$ cat src/rtl/clk_edge_sync.sv
// clk_edge_sync: samples a divided clock as data, emits edge ticks, measures
// the rise-to-rise period and tracks IDLE/ACQUIRE/LOCKED/LOST.
module clk_edge_sync #(
    parameter int unsigned TIMEOUT    = 512,
    parameter int unsigned LOCK_COUNT = 4
) (
    input  logic        clk,
    input  logic        rst_n,
    input  logic        slow_clk,
    input  logic        active,
    output logic        rise_tick,
    output logic        fall_tick,
    output logic [31:0] period,
    output logic        period_valid,
    output logic        locked,
    output logic        lost
);

    typedef enum logic [1:0] {IDLE, ACQUIRE, LOCKED, LOST} state_e;

    localparam logic [15:0] TO_LIM = 16'(TIMEOUT);
    localparam logic [3:0]  LC     = 4'(LOCK_COUNT);

    state_e      state_q, state_d;
    logic        sync1_q, sync2_q, hist_q;
    logic [2:0]  prime_q;
    logic        rise_det, fall_det, rise_ev, fall_ev, meas, timeout;
    logic [31:0] cnt_q, cnt_d, period_q, period_d;
    logic [15:0] to_q, to_d;
    logic [3:0]  match_q, match_d;
    logic        have_ref_q, have_ref_d;
    logic        rise_q, fall_q, pv_q;

    // Two-flop synchronizer plus history flop; prime_q marks when the history
    // flop holds a real post-reset sample so reset release can't fake an edge.
    always_ff @(posedge clk or negedge rst_n) begin
        if (!rst_n) begin
            sync1_q <= 1'b0;
            sync2_q <= 1'b0;
            hist_q  <= 1'b0;
            prime_q <= '0;
        end else begin
            sync1_q <= slow_clk;
            sync2_q <= sync1_q;
            hist_q  <= sync2_q;
            prime_q <= {prime_q[1:0], 1'b1};
        end
    end

    assign rise_det = prime_q[2] & sync2_q & ~hist_q;
    assign fall_det = prime_q[2] & ~sync2_q & hist_q;
    assign rise_ev  = rise_det & active & (state_q != IDLE);
    assign fall_ev  = fall_det & active & (state_q != IDLE);
    assign meas     = rise_ev & have_ref_q;
    assign timeout  = (to_q >= TO_LIM);

    // State register
    always_ff @(posedge clk or negedge rst_n) begin
        if (!rst_n) state_q <= IDLE;
        else        state_q <= state_d;
    end

    // Next state: deactivation beats everything, a rise beats a timeout
    always_comb begin
        state_d = state_q;
        if (!active) begin
            state_d = IDLE;
        end else begin
            case (state_q)
                IDLE:    state_d = ACQUIRE;
                ACQUIRE: begin
                    if (rise_ev)             state_d = ACQUIRE;
                    else if (timeout)        state_d = LOST;
                    else if (match_q >= LC)  state_d = LOCKED;
                end
                LOCKED: begin
                    if (rise_ev) begin
                        if (meas && cnt_q != period_q) state_d = ACQUIRE;
                    end else if (timeout) begin
                        state_d = LOST;
                    end
                end
                LOST:    if (rise_ev) state_d = ACQUIRE;
                default: state_d = IDLE;
            endcase
        end
    end

    // Status outputs decoded straight from the state register
    always_comb begin
        locked = (state_q == LOCKED);
        lost   = (state_q == LOST);
    end

    // Datapath next values: interval counter, timeout counter, match tracking
    always_comb begin
        cnt_d      = (cnt_q == 32'hFFFF_FFFF) ? cnt_q : cnt_q + 32'd1;
        to_d       = (to_q < TO_LIM) ? to_q + 16'd1 : to_q;
        period_d   = period_q;
        match_d    = match_q;
        have_ref_d = have_ref_q;
        if (!active) begin
            cnt_d      = '0;
            to_d       = '0;
            period_d   = '0;
            match_d    = '0;
            have_ref_d = 1'b0;
        end else if (state_q == IDLE) begin
            // Entering ACQUIRE: timeout window starts now, no reference rise yet
            cnt_d      = '0;
            to_d       = 16'd1;
            match_d    = '0;
            have_ref_d = 1'b0;
        end else if (rise_ev) begin
            cnt_d      = 32'd1;
            to_d       = 16'd1;
            have_ref_d = 1'b1;
            if (meas) begin
                period_d = cnt_q;
                if (match_q != 4'd0 && cnt_q == period_q)
                    match_d = (match_q == 4'hF) ? match_q : match_q + 4'd1;
                else
                    match_d = 4'd1;
            end
        end else if (state_d == LOST && state_q != LOST) begin
            // Next rise after loss only re-establishes the reference
            match_d    = '0;
            have_ref_d = 1'b0;
        end
    end

    // Datapath and tick registers
    always_ff @(posedge clk or negedge rst_n) begin
        if (!rst_n) begin
            cnt_q      <= '0;
            to_q       <= '0;
            period_q   <= '0;
            match_q    <= '0;
            have_ref_q <= 1'b0;
            rise_q     <= 1'b0;
            fall_q     <= 1'b0;
            pv_q       <= 1'b0;
        end else begin
            cnt_q      <= cnt_d;
            to_q       <= to_d;
            period_q   <= period_d;
            match_q    <= match_d;
            have_ref_q <= have_ref_d;
            rise_q     <= rise_ev;
            fall_q     <= fall_ev;
            pv_q       <= meas;
        end
    end

    assign rise_tick    = rise_q;
    assign fall_tick    = fall_q;
    assign period       = period_q;
    assign period_valid = pv_q;

endmodule

$ cat config.mk
export PLATFORM = sky130hd
export DESIGN_NAME = clk_edge_sync
export DESIGN_NICKNAME = d
export VERILOG_FILES = /design/src/rtl/clk_edge_sync.sv
export SDC_FILE = /design/constraint.sdc
export NUM_CORES = 1
export LEC_CHECK = 0
export ABC_AREA = 1
export BUFFER_PORTS_ARGS = -buffer_cell sky130_fd_sc_hd__buf_2
export CELL_PAD_IN_SITES_DETAIL_PLACEMENT = 1
export CELL_PAD_IN_SITES_GLOBAL_PLACEMENT = 1
export CORE_MARGIN = 4
export CORE_UTILIZATION = 40
export DETAILED_ROUTE_END_ITERATION = 8
export GPL_TIMING_DRIVEN = 0
export MAX_ROUTING_LAYER = met4
export PLACE_DENSITY = 0.76
export SETUP_SLACK_MARGIN = 0.5
export SYNTH_ARGS = -nofsm -noshare
export SYNTH_HDL_FRONTEND = slang
export SYNTH_SLANG_ARGS = --single-unit
$ cat constraint.sdc
create_clock -name clk -period 4.81 [get_ports clk]
set_clock_uncertainty 0.2 [all_clocks]
set_input_delay 1.443 -clock clk [delete_from_list [all_inputs] [get_ports clk]]
set_output_delay 1.443 -clock clk [all_outputs]
set_load 0.005 [all_outputs]
==> metrics.log <==
INFO  metric gp_routability_congestion = 0.919
INFO  metric die_height = 120 um
INFO  metric synth_seq_cells = 96
INFO  metric drc = 0
INFO  metric cts_resized = 0
INFO  metric layout_worst_path_cycle_share = 0.641
INFO  metric synth_cell_types = 49
INFO  metric flow.area_growth_from_synthesis = 15.3%
INFO  metric grt_pass1_wl = 23700 um
INFO  metric met3_length = 587 um
INFO  metric criticalPathCategory = in -> reg
INFO  metric htree_levels = 3
INFO  metric timing.final.crit_period = 3.08 ns
INFO  metric tns = 0 ns
INFO  metric cp-end-kind = flop
INFO  metric finalSetupViolations = 0
INFO  metric critPathCapture = cnt_q[30]$_DFFE_PN0P_
INFO  metric pin_count_of_the_biggest_net_entering_global_routing = 70
INFO  metric timing.reg2reg.worst_path_depth = 11
INFO  metric dr.max_layer_used = met4
INFO  metric instances_no_fill = 825
INFO  metric syn_area = 5020 um2
INFO  metric nets = 661
INFO  metric row_count = 40
INFO  metric critical_path.reg2reg.startpoint = cnt_q[0]$_DFFE_PN0P_
INFO  metric worst_skew_pair.late_latency = 0.35 ns
INFO  metric maxCapViolCount = 0
INFO  metric worstPathCellList = buf_4 -> inv_2 -> nor2_4 -> nand2_4 -> inv_4 -> nand3_1 -> nand3b_2 -> nand4_1 -> xor2_1 -> nor2_1
INFO  metric setup_slack = 1.73 ns
INFO  metric detailroute.via_count = 4301
INFO  metric status = finished, final reports clean
INFO  metric syn_area_per_cell = 8.35 um2
INFO  metric syn-num-nets = 610
INFO  metric slew_viol_final = 0
INFO  metric worst_ep_arrival_time = 3.08 ns
INFO  metric grt_antenna_before_repair = 0
INFO  metric type_of_the_tightest_min_delay_check = reg -> reg
INFO  metric floorplan.die_area = 14400 um2
INFO  metric setup.reg_to_reg.worst_slack = 2.41 ns
INFO  metric cp_data_required_time = 4.81 ns
INFO  metric detailroute.wirelength.met2 = 6930 um
INFO  metric final_core_utilization = 0.476
INFO  metric nFillCells = 1510
INFO  metric ctsHoldBuffers = 0
INFO  metric via_count_of_the_first_global_routing_pass = 4624
INFO  metric yosys.area.top_type_share = 0.479
INFO  metric max-slew-margin-rel = 0.543
INFO  metric vdd_drop_max = 0.201 mV
INFO  metric clkSinkCount = 96
INFO  metric viasPerCell = 5.21
INFO  metric r2r_end = cnt_q[30]$_DFFE_PN0P_
INFO  metric critPathLaunch = active
INFO  metric initial_core_util = 0.413
INFO  metric clock_tree.root_cell = clkbuf_16
INFO  metric yosysSeqAreaShare = 0.479
INFO  metric final_hold_viol_count = 0
INFO  metric detailedPlacementHpwl = 10400 um
INFO  metric static_leakage = 0.00268 uW
INFO  metric io-pin-count = 41
INFO  metric first_pass_iters = 4
INFO  metric cts.repair_timing.setup_buffer_count = 0
INFO  metric place_inst = 809
INFO  metric gr-usage-all-layers = 0.212
INFO  metric grt-ovfl-total = 0
INFO  metric rsz0062_at_grt = false
INFO  metric clk_pin_slew_worst_paths = 0.07 ns
INFO  metric cells_after_synthesis = 601
INFO  metric wire_per_inst = 17.2 um
INFO  metric max_stage_delay = 0.42 ns
INFO  metric place_ws = 1.37 ns
INFO  metric tritoncts_clock_tree = yes
INFO  metric slew_at_the_pin_closest_to_its_max_slew_limit = 0.685 ns
INFO  metric total_power = 1680 uW
INFO  metric powerDensity = 290 nW/um2
INFO  metric synth_warnings = 0
INFO  metric worstPathMaxFanout = 10
INFO  metric wl_met1 = 6460 um
INFO  metric clockBufferDepth = 2
INFO  metric first_iter_violations = 188
INFO  metric netlist.top_cell.by_area = dfrtp_1
INFO  metric die_width = 120 um
INFO  metric cts_bufs_inserted = 9
INFO  metric ant_nets = 0
INFO  metric synth_area_leaders = dfrtp_1 48%, nand2_1 8.4%, inv_1 5.8%
INFO  metric fmax = 325 MHz
INFO  metric cp_slowest_cell = nand3b_2
INFO  metric floorplan.core_area = 12200 um2
INFO  metric worstSetupStartpointType = input port
INFO  metric antennaDiodeCount = 0
INFO  metric io_buffers = 39
INFO  metric postRouteWirelength = 14200 um
INFO  metric layout-drive-gt1-share = 0.164
==> report_power, final <==
part | internal [uW] | leakage, uW | switching, uW | total [uW]
Sequential | 812 | 0.00132 | 4.04 | 817
Combinational | 14.3 | 0.00119 | 50.3 | 64.6
Clock | 483 | 0.000165 | 316 | 799
Total | 1310 | 0.00268 | 370 | 1680
==> worst min-delay path by stage <==
stage	slack, ns	depth (start not counted)	from	end
3_3_place_gp	0.13	0	prime_q[1]$_DFF_PN0_	prime_q[2]$_DFF_PN0_
2_1_floorplan	0.13	0	prime_q[0]$_DFF_PN0_	prime_q[1]$_DFF_PN0_
4_1_cts	0.16	0	prime_q[1]$_DFF_PN0_	prime_q[2]$_DFF_PN0_
5_1_grt	0.16	0	prime_q[1]$_DFF_PN0_	prime_q[2]$_DFF_PN0_
6_report	0.16	0	prime_q[0]$_DFF_PN0_	prime_q[1]$_DFF_PN0_
3_5_place_dp	0.14	0	prime_q[1]$_DFF_PN0_	prime_q[2]$_DFF_PN0_
==> registers in the layout, summed over array words and instances (netlist names), 2 cells and up <==
| signal | flops |
|---|---|
| cnt_q | 32 |
| period | 32 |
| to_q | 16 |
| match_q | 4 |
| prime_q | 3 |
| state_q | 2 |
==> worst max-delay path: cells and delay by family <==
kind / cells / cell delay, ns
buf+inv: 3 / 0.39
simple gates: 6 / 1.10
xor+xnor: 1 / 0.15
==> kinds of logic after synthesis <==
logic type	count (synthesis)	share of synthesized area
adder cells (fa/ha/maj)	5	0.0125
flip-flops	96	0.479
AND/OR/NAND/NOR	280	0.281
other	1	0.000747
buffers and inverters	98	0.0753
AO/OA/AOI/OAI	95	0.107
XOR/XNOR	26	0.0454
==> cell usage after synthesis, drive strengths merged <==
master and number:
nor3b 3, inv 86, o22ai 10, conb 1, a22oi 2, nor2 61
clkbuf 7, nand3 51, a211oi 1, o21ai 42, xnor2 23, o311ai 1
nor3 25, nor4 3, nand3b 2, nand4 11, buf 5, a41oi 1
ha 5, dfrtp 96, o211ai 1, xor2 3, a21oi 31, a31oi 1
o31ai 1, o21a 2, a211o 1, nand2 124, a21boi 1
==> layer usage <==
metal	vias to the layer above	track usage
met5	-	-
met4	0	0.0558
met3	15	0.0344
met2	89	0.346
met1	2134	0.277
li1	2063	-
==> area by class of cell <==
class	instances	area, um2	area share
Clock buffer	11	253	0.0437
Timing Repair Buffer	40	225	0.0389
Clock inverter	5	78.8	0.0136
Buffer	12	52.6	0.00908
Sequential cell	96	2400	0.415
Tap cell	168	210	0.0363
Inverter	86	325	0.0562
Multi-Input combinational cell	407	2240	0.387
==> stage by stage <==
stage	cell area [um2]	hold WS [ns]
final	5790	0.155
after global routing	5790	0.160
after CTS	5790	0.157
after detailed placement	5460	0.141
after global placement	5430	0.135
after floorplan	5020	0.131
==> placed cells by master, fill, tap and decap left out, types with 8 or more instances in the layout <==
cell,Yosys,routed
inv_2,8,8
nand3_1,47,47
nor2_1,51,51
nand2_2,11,11
inv_1,77,77
nand2_1,112,112
dfrtp_1,96,96
buf_2,2,40
o22ai_1,10,10
nor3_1,19,19
o21ai_1,10,10
a21oi_1,28,28
xnor2_1,23,23
nand4_1,10,10
o21ai_0,32,32
clkbuf_16,0,9
(Power assumes the default switching activity.)
